===== config.mk =====
export PLATFORM = sky130hd
export DESIGN_NAME = unpack_float64_flat
export DESIGN_NICKNAME = d
export VERILOG_FILES = /design/src/rtl/float64_pkg.sv /design/src/rtl/unpack_float64_if.sv /design/src/rtl/float64_norm_step.sv /design/src/rtl/unpack_float64.sv /design/src/flat_wrapper.sv
export SDC_FILE = /design/constraint.sdc
export NUM_CORES = 1
export LEC_CHECK = 0
export ABC_AREA = 0
export CAP_MARGIN = 5
export CORE_MARGIN = 2
export CORE_UTILIZATION = 50
export CTS_CLUSTER_SIZE = 20
export DETAILED_ROUTE_END_ITERATION = 8
export GPL_TIMING_DRIVEN = 0
export PLACE_DENSITY = 0.81
export SYNTH_ARGS = -nofsm -noshare
export SYNTH_HDL_FRONTEND = slang
export SYNTH_SLANG_ARGS = --single-unit

===== constraint.sdc =====
create_clock -name ap_clk -period 6.7 [get_ports ap_clk]
set_clock_uncertainty 0.2 [all_clocks]
set_input_delay 1.34 -clock ap_clk [delete_from_list [all_inputs] [get_ports ap_clk]]
set_output_delay 1.34 -clock ap_clk [all_outputs]
set_load 0.03 [all_outputs]

===== src/rtl/float64_pkg.sv =====
// Shared binary64 definitions for the DFADD/DFSUB front end:
// field layout, class codes and exception flag masks.
package float64_pkg;

  localparam int unsigned EXP_W      = 11;
  localparam int unsigned FRAC_W     = 52;
  localparam int unsigned ZEXP_W     = 12;
  localparam int unsigned SIG_W      = 64;
  localparam int unsigned HIDDEN_BIT = 52;
  localparam int unsigned SIG_ALIGN  = 10;

  localparam logic [EXP_W-1:0] EXP_MAX = 11'd2047;

  localparam logic [31:0] float_flag_inexact   = 32'd1;
  localparam logic [31:0] float_flag_divbyzero = 32'd2;
  localparam logic [31:0] float_flag_underflow = 32'd4;
  localparam logic [31:0] float_flag_overflow  = 32'd8;
  localparam logic [31:0] float_flag_invalid   = 32'd16;

  typedef enum logic [2:0] {
    ZERO = 3'd0,
    SUB  = 3'd1,
    NORM = 3'd2,
    INF  = 3'd3,
    QNAN = 3'd4,
    SNAN = 3'd5
  } fclass_e;

  typedef struct packed {
    logic              sign;
    logic [EXP_W-1:0]  exp;
    logic [FRAC_W-1:0] frac;
  } f64_t;

  // Final significand layout: hidden bit at 62, fraction at 61:10.
  function automatic logic [SIG_W-1:0] pack_sig(input logic [FRAC_W-1:0] frac);
    return {2'b01, frac, 10'b0};
  endfunction

endpackage


===== src/rtl/unpack_float64_if.sv =====
// ap_ctrl_hs handshake plus operand/result bus of the float64 unpack stage.
interface unpack_float64_if;
  import float64_pkg::*;

  logic                 ap_start;
  logic                 ap_done;
  logic                 ap_idle;
  logic                 ap_ready;
  logic [SIG_W-1:0]     a;
  logic [31:0]          float_exception_flag_i;
  logic [31:0]          float_exception_flag_o;
  logic                 float_exception_flag_o_ap_vld;
  logic                 zSign;
  logic [ZEXP_W-1:0]    zExp;
  logic [SIG_W-1:0]     zSig;
  logic [2:0]           zClass;

  modport master (
    output ap_start, a, float_exception_flag_i,
    input  ap_done, ap_idle, ap_ready, float_exception_flag_o,
           float_exception_flag_o_ap_vld, zSign, zExp, zSig, zClass
  );

  modport slave (
    input  ap_start, a, float_exception_flag_i,
    output ap_done, ap_idle, ap_ready, float_exception_flag_o,
           float_exception_flag_o_ap_vld, zSign, zExp, zSig, zClass
  );

endinterface


===== src/rtl/float64_norm_step.sv =====
// One combinational normalization step for a subnormal significand:
// coarse shift when the top window is empty, else single-bit shift.
module float64_norm_step
  import float64_pkg::*;
#(
  parameter int unsigned COARSE_SHIFT = 8
) (
  input  logic [SIG_W-1:0]  sig,
  input  logic [ZEXP_W-1:0] exp,
  output logic [SIG_W-1:0]  sig_nxt,
  output logic [ZEXP_W-1:0] exp_nxt,
  output logic              done
);

  localparam int unsigned WIN_LO = HIDDEN_BIT - COARSE_SHIFT + 1;

  logic coarse;

  assign done   = sig[HIDDEN_BIT];
  assign coarse = (sig[HIDDEN_BIT:WIN_LO] == '0);

  // Terminating step realigns the hidden bit from 52 to 62.
  always_comb begin
    sig_nxt = sig;
    exp_nxt = exp;
    if (done) begin
      sig_nxt = sig << SIG_ALIGN;
    end else if (coarse) begin
      sig_nxt = sig << COARSE_SHIFT;
      exp_nxt = exp - ZEXP_W'(COARSE_SHIFT);
    end else begin
      sig_nxt = sig << 1;
      exp_nxt = exp - 12'd1;
    end
  end

endmodule


===== src/rtl/unpack_float64.sv =====
// Float64 unpack stage: splits a binary64 operand into sign/exponent/significand,
// classifies it, normalizes subnormals over several cycles and flags sNaN.
module unpack_float64
  import float64_pkg::*;
#(
  parameter int unsigned COARSE_SHIFT = 8
) (
  input  logic              ap_clk,
  input  logic              ap_rst,
  unpack_float64_if.slave   bus
);

  localparam logic [2:0] S_IDLE = 3'b001;
  localparam logic [2:0] S_NORM = 3'b010;
  localparam logic [2:0] S_DONE = 3'b100;

  logic [2:0]        state_q, state_d;
  logic              w_sign_q, w_sign_d;
  logic [ZEXP_W-1:0] w_exp_q, w_exp_d;
  logic [SIG_W-1:0]  w_sig_q, w_sig_d;
  fclass_e           w_class_q, w_class_d;

  logic              z_sign_q;
  logic [ZEXP_W-1:0] z_exp_q;
  logic [SIG_W-1:0]  z_sig_q;
  fclass_e           z_class_q;

  logic [SIG_W-1:0]  step_sig;
  logic [ZEXP_W-1:0] step_exp;
  logic              step_done;
  logic              snan_start;
  f64_t              a_f;

  assign a_f = f64_t'(bus.a);

  float64_norm_step #(
    .COARSE_SHIFT (COARSE_SHIFT)
  ) u_norm_step (
    .sig     (w_sig_q),
    .exp     (w_exp_q),
    .sig_nxt (step_sig),
    .exp_nxt (step_exp),
    .done    (step_done)
  );

  // Next-state and working-register update.
  always_comb begin
    state_d   = state_q;
    w_sign_d  = w_sign_q;
    w_exp_d   = w_exp_q;
    w_sig_d   = w_sig_q;
    w_class_d = w_class_q;
    case (state_q)
      S_IDLE: begin
        if (bus.ap_start) begin
          w_sign_d  = a_f.sign;
          w_exp_d   = {1'b0, a_f.exp};
          w_sig_d   = pack_sig(a_f.frac);
          w_class_d = NORM;
          state_d   = S_DONE;
          if (a_f.exp == '0) begin
            if (a_f.frac == '0) begin
              w_class_d = ZERO;
              w_exp_d   = '0;
              w_sig_d   = '0;
            end else begin
              w_class_d = SUB;
              w_exp_d   = 12'd1;
              w_sig_d   = {12'b0, a_f.frac};
              state_d   = S_NORM;
            end
          end else if (a_f.exp == EXP_MAX) begin
            if (a_f.frac == '0) begin
              w_class_d = INF;
            end else if (a_f.frac[FRAC_W-1]) begin
              w_class_d = QNAN;
            end else begin
              w_class_d = SNAN;
            end
          end
        end
      end
      S_NORM: begin
        w_sig_d = step_sig;
        w_exp_d = step_exp;
        if (step_done) begin
          state_d = S_DONE;
        end
      end
      S_DONE: begin
        state_d = S_IDLE;
      end
      default: begin
        state_d = S_IDLE;
      end
    endcase
  end

  always_ff @(posedge ap_clk or posedge ap_rst) begin
    if (ap_rst) begin
      state_q   <= S_IDLE;
      w_sign_q  <= 1'b0;
      w_exp_q   <= '0;
      w_sig_q   <= '0;
      w_class_q <= ZERO;
      z_sign_q  <= 1'b0;
      z_exp_q   <= '0;
      z_sig_q   <= '0;
      z_class_q <= ZERO;
    end else begin
      state_q   <= state_d;
      w_sign_q  <= w_sign_d;
      w_exp_q   <= w_exp_d;
      w_sig_q   <= w_sig_d;
      w_class_q <= w_class_d;
      // Results are captured on entry to S_DONE and held until the next one.
      if (state_d == S_DONE) begin
        z_sign_q  <= w_sign_d;
        z_exp_q   <= w_exp_d;
        z_sig_q   <= w_sig_d;
        z_class_q <= w_class_d;
      end
    end
  end

  assign snan_start = (state_q == S_IDLE) && bus.ap_start &&
                      (a_f.exp == EXP_MAX) && (a_f.frac != '0) &&
                      !a_f.frac[FRAC_W-1];

  assign bus.ap_idle  = (state_q == S_IDLE) && !bus.ap_start;
  assign bus.ap_done  = (state_q == S_DONE);
  assign bus.ap_ready = (state_q == S_DONE);

  assign bus.float_exception_flag_o        = bus.float_exception_flag_i |
                                             (snan_start ? float_flag_invalid : 32'd0);
  assign bus.float_exception_flag_o_ap_vld = snan_start;

  assign bus.zSign  = z_sign_q;
  assign bus.zExp   = z_exp_q;
  assign bus.zSig   = z_sig_q;
  assign bus.zClass = z_class_q;

endmodule


===== src/flat_wrapper.sv =====
// flat-port wrapper written by rule: the top's interface ports become plain ports
module unpack_float64_flat import float64_pkg::*;
#(
  parameter int unsigned COARSE_SHIFT = 8
)
  (ap_clk, ap_rst, bus_ap_start, bus_a, bus_float_exception_flag_i, bus_ap_done, bus_ap_idle, bus_ap_ready, bus_float_exception_flag_o, bus_float_exception_flag_o_ap_vld, bus_zSign, bus_zExp, bus_zSig, bus_zClass);
  unpack_float64_if bus_i ();
  input  logic ap_clk;
  input  logic ap_rst;
  input wire logic [$bits(bus_i.ap_start)-1:0] bus_ap_start;
  input wire logic [$bits(bus_i.a)-1:0] bus_a;
  input wire logic [$bits(bus_i.float_exception_flag_i)-1:0] bus_float_exception_flag_i;
  output wire logic [$bits(bus_i.ap_done)-1:0] bus_ap_done;
  output wire logic [$bits(bus_i.ap_idle)-1:0] bus_ap_idle;
  output wire logic [$bits(bus_i.ap_ready)-1:0] bus_ap_ready;
  output wire logic [$bits(bus_i.float_exception_flag_o)-1:0] bus_float_exception_flag_o;
  output wire logic [$bits(bus_i.float_exception_flag_o_ap_vld)-1:0] bus_float_exception_flag_o_ap_vld;
  output wire logic [$bits(bus_i.zSign)-1:0] bus_zSign;
  output wire logic [$bits(bus_i.zExp)-1:0] bus_zExp;
  output wire logic [$bits(bus_i.zSig)-1:0] bus_zSig;
  output wire logic [$bits(bus_i.zClass)-1:0] bus_zClass;
  assign bus_i.ap_start = bus_ap_start;
  assign bus_i.a = bus_a;
  assign bus_i.float_exception_flag_i = bus_float_exception_flag_i;
  assign bus_ap_done = bus_i.ap_done;
  assign bus_ap_idle = bus_i.ap_idle;
  assign bus_ap_ready = bus_i.ap_ready;
  assign bus_float_exception_flag_o = bus_i.float_exception_flag_o;
  assign bus_float_exception_flag_o_ap_vld = bus_i.float_exception_flag_o_ap_vld;
  assign bus_zSign = bus_i.zSign;
  assign bus_zExp = bus_i.zExp;
  assign bus_zSig = bus_i.zSig;
  assign bus_zClass = bus_i.zClass;
  unpack_float64 #(.COARSE_SHIFT(COARSE_SHIFT)) u_core (.ap_clk(ap_clk), .ap_rst(ap_rst), .bus(bus_i));
endmodule

==> metrics.cfg <==
[run_status]
status = complete, no violations

[power]
p_total_mw = 3.768
p_leak_nw = 4.948
p_int_mw = 2.275
p_per_area_nw_per_um2 = 326.3
combinationalPowerShare_pct = 37.2
ir_drop_mv = 0.2247
p_sw_share_pct = 39.62
power.share.clock_pct = 25.4
p_switching_mw = 1.493
p_seq_share_pct = 37.4

[synth]
synth_cell_types = 65
yosysSeqAreaShare_pct = 45.64
ys_warn_count = 0
synth_edf_count = 0
yosysTopAreaCell = dfrtp_1
synthArstFlopShare_pct = 100.0
synthesis.area_um2 = 8831
synth_most_common_cell = dfrtp_1
syn_avg_cell_area_um2 = 10.32
syn_inst = 856
synth.top_cell.area_share_pct = 45.34
syn-num-nets = 958
synth-seq-cells = 161
ys_top_cells_by_count = 160 x dfrtp_1, 53 x a21oi_1, 43 x nor2_1
synth_flop_cell = dfrtp_1
synth_area_leaders = dfrtp_1 45%, a221o_1 3.7%, buf_4 3.6%, mux2_2 3.2%, mux2i_1 3.1%

[cts]
clock_sinks = 161
insertion_delay_ns = 0.45
post_cts_buffers = 0
clk_pin_slew_ns = 0.07
cts_max_path_buffers = 2
h-tree-depth = 4
cts_buffers = 17
cts_hold_buffers = 0
clockRootBuffer = clkbuf_16
cts_tree = yes
postCtsResizedCells = 0

[finish]
antenna_cells = 0
layout-drive-gt1-share_pct = 14.74
fill_cells = 1361
ff_latch_area_um2 = 4030
multi_input_area_um2 = 4084
final_nets = 1161
area_growth_pct = 30.79
layout.cells.non_filler = 1297

[critical_path]
crit_chain = clkdlybuf4s50_1 > nor4_1 > nand4_1 > nor4_4 > nor4_1 > or2_2 > clkdlybuf4s50_1
worstSetupPathType = input pin to output pin
arrival_ns = 4.20
critPathTopFamily = simple AND/OR/NAND/NOR gates
path_max_fanout = 9
critPathMaxStageDelay_ns = 0.66
cp_num_buf_inv = 2
critPathSlowestCell = nor4_4
startpoint_type = input pin
endpoint_kind = output pin
worstPathRequired_ns = 5.16

[flow_run]
drv_cap = 0

[global_route]
grt_first_pass_wirelength_um = 48940
grt_pass1_vias = 8222
gr-total-overflow = 0
antenna_found_initial = 0
grt_max_degree = 95
grt.total_usage_pct = 35.07

[drt]
drt-wirelength-per-cell_um = 24.82
drc_errors = 0
drt_iter0_drc = 1007
dr_wl_met3_um = 3653
wl_met1_um = 13090
routed-wl-met2_um = 13980
dr_total_vias = 8478
vias_per_cell = 6.537
antenna_left = 0
drt-total-wl_um = 32190
first_pass_iters = 9
top_layer = met4

[timing]
fin_ws_ns = 0.9606
final_hold_viol_count = 0
slew_headroom_pct = 30.11
timing.final.crit_period_ns = 5.739
worst_slew_pin_slew_ns = 1.046
max_freq_mhz = 174.2
setup_viol = 0
rsz0062_at_grt = no
slew_violations = 0
period_share_pct = 85.66
setup_tns_ns = 0

[hold_path]
worst_hold_path_type = flop to flop

[floorplan]
die_height_um = 136.9
floorplan.core_area_um2 = 17300
die_w_um = 136.9
rows = 48
start_util_pct = 51.06
die-area_um2 = 18740
ios = 215

[place]
dp.cells = 1265
dp_slack_ns = 0.9935
gp_congestion = 1.002
port_buffers = 183
place_hpwl_um = 23380

==> worst reg2reg max path, cell delays in order (launching register included) <==
cell and delay (ns):
dfstp_2 0.54, buf_4 0.16, nor3b_1 0.08, and2_1 0.18, o21bai_1 0.37, a21oi_2 0.71, inv_2 0.15, buf_4 0.25
buf_4 0.22, a21oi_1 0.17
==> cell type report <==
class	instances	area share (%)
plain buffers	105	5.167
flip-flops and latches	161	34.89
well taps	225	2.437
multi-input cells	558	35.36
repair buffers	184	16.10
clock inverters	15	1.257
clock buffers	17	3.683
inverters	32	1.105
==> placed cells by master (no fill, tap or decap), types with 4 or more instances in the layout <==
master / netlist / routed
a2111oi_2: 17 / 17
and3_1: 40 / 40
o21ai_1: 4 / 4
a211oi_1: 23 / 23
nor3_1: 10 / 10
a22oi_1: 4 / 4
and2_1: 12 / 12
a21oi_1: 53 / 53
a221o_1: 33 / 33
inv_8: 0 / 6
nand2_1: 38 / 38
a211o_1: 7 / 7
o21ai_0: 30 / 30
nand4_1: 5 / 5
clkbuf_16: 0 / 17
buf_2: 17 / 17
mux2i_1: 27 / 27
nor2b_1: 8 / 8
buf_1: 4 / 4
clkdlybuf4s50_1: 0 / 183
nand3_1: 24 / 24
a221oi_1: 21 / 21
clkbuf_1: 38 / 38
inv_1: 30 / 29
mux2_2: 25 / 25
buf_4: 42 / 42
a31oi_1: 11 / 11
a21o_1: 5 / 5
dfrtp_1: 160 / 160
o221ai_1: 23 / 23
a22o_1: 9 / 9
nor4_1: 19 / 19
mux2_1: 17 / 17
nor2_1: 43 / 43
==> cells by family (layout without fill, tap and decap cells) <==
logic type | count (synthesis) | count (layout) | synth area share [%]
AO/OA/AOI/OAI | 258 | 258 | 22.80
XOR/XNOR | 1 | 1 | 0.09920
adder cells (fa/ha/maj) | 3 | 3 | 0.4251
buffers and inverters | 137 | 353 | 8.118
flip-flops | 161 | 161 | 45.64
multiplexers | 70 | 70 | 8.586
AND/OR/NAND/NOR | 226 | 226 | 14.34
==> registers in the layout, indices dropped and copies added, names as in the netlist <==
register / cells
u_core.w_sign_q: 1
u_core.bus.zExp: 12
u_core.w_class_q: 3
u_core.state_q: 3
u_core.bus.zSign: 1
u_core.w_sig_q: 62
u_core.bus.zSig: 64
u_core.w_exp_q: 12
u_core.bus.zClass: 3
==> power groups by stage <==
stage | sequential (mW) | clock, mW | combinational [mW]
after floorplan | 1.63 | 0 | 0.564
after global placement | 1.41 | 0 | 1.36
after detailed placement | 1.41 | 0 | 1.38
after CTS | 1.40 | 0.961 | 1.39
after global routing | 1.43 | 1.00 | 1.48
final | 1.41 | 0.958 | 1.40
==> path summary, 6_finish.rpt <==
kind                                              start                         endpoint  slack (ns)  depth (start not counted)
min in group asynchronous                        ap_rst  u_core.bus.zSig[45]$_DFFE_PP0N_        1.12                          2
setup reg to reg            u_core.state_q[0]$_DFF_PP1_  u_core.bus.zSig[23]$_DFFE_PP0N_        3.59                          9
setup / recovery                               bus_a[9]    bus_float_exception_flag_o[4]        0.96                          7
hold reg to reg            u_core.w_exp_q[11]$_DFF_PP0_     u_core.w_exp_q[11]$_DFF_PP0_        0.25                          1
hold / removal             u_core.w_exp_q[11]$_DFF_PP0_     u_core.w_exp_q[11]$_DFF_PP0_        0.25                          1
max in group asynchronous                        ap_rst      u_core.state_q[0]$_DFF_PP1_        4.32                          3
==> stage by stage <==
stage,cell area (um^2),hold slack [ns],utilization (%)
floorplan,8831,0.2227,-
global placement,10940,0.2390,63.27
detailed placement,10980,0.2412,63.48
CTS,11550,0.2547,66.78
global route,11550,0.2855,66.78
finish,11550,0.2504,66.78
==> per-layer routing <==
| metal | global-route usage, % | vias to the layer above |
|---|---|---|
| met5 | 0 | - |
| met4 | 16.15 | 0 |
| met3 | 8.111 | 107 |
| met2 | 51.67 | 639 |
| met1 | 49.23 | 4089 |
| li1 | - | 3643 |
Power figures use the tool's default switching activity.
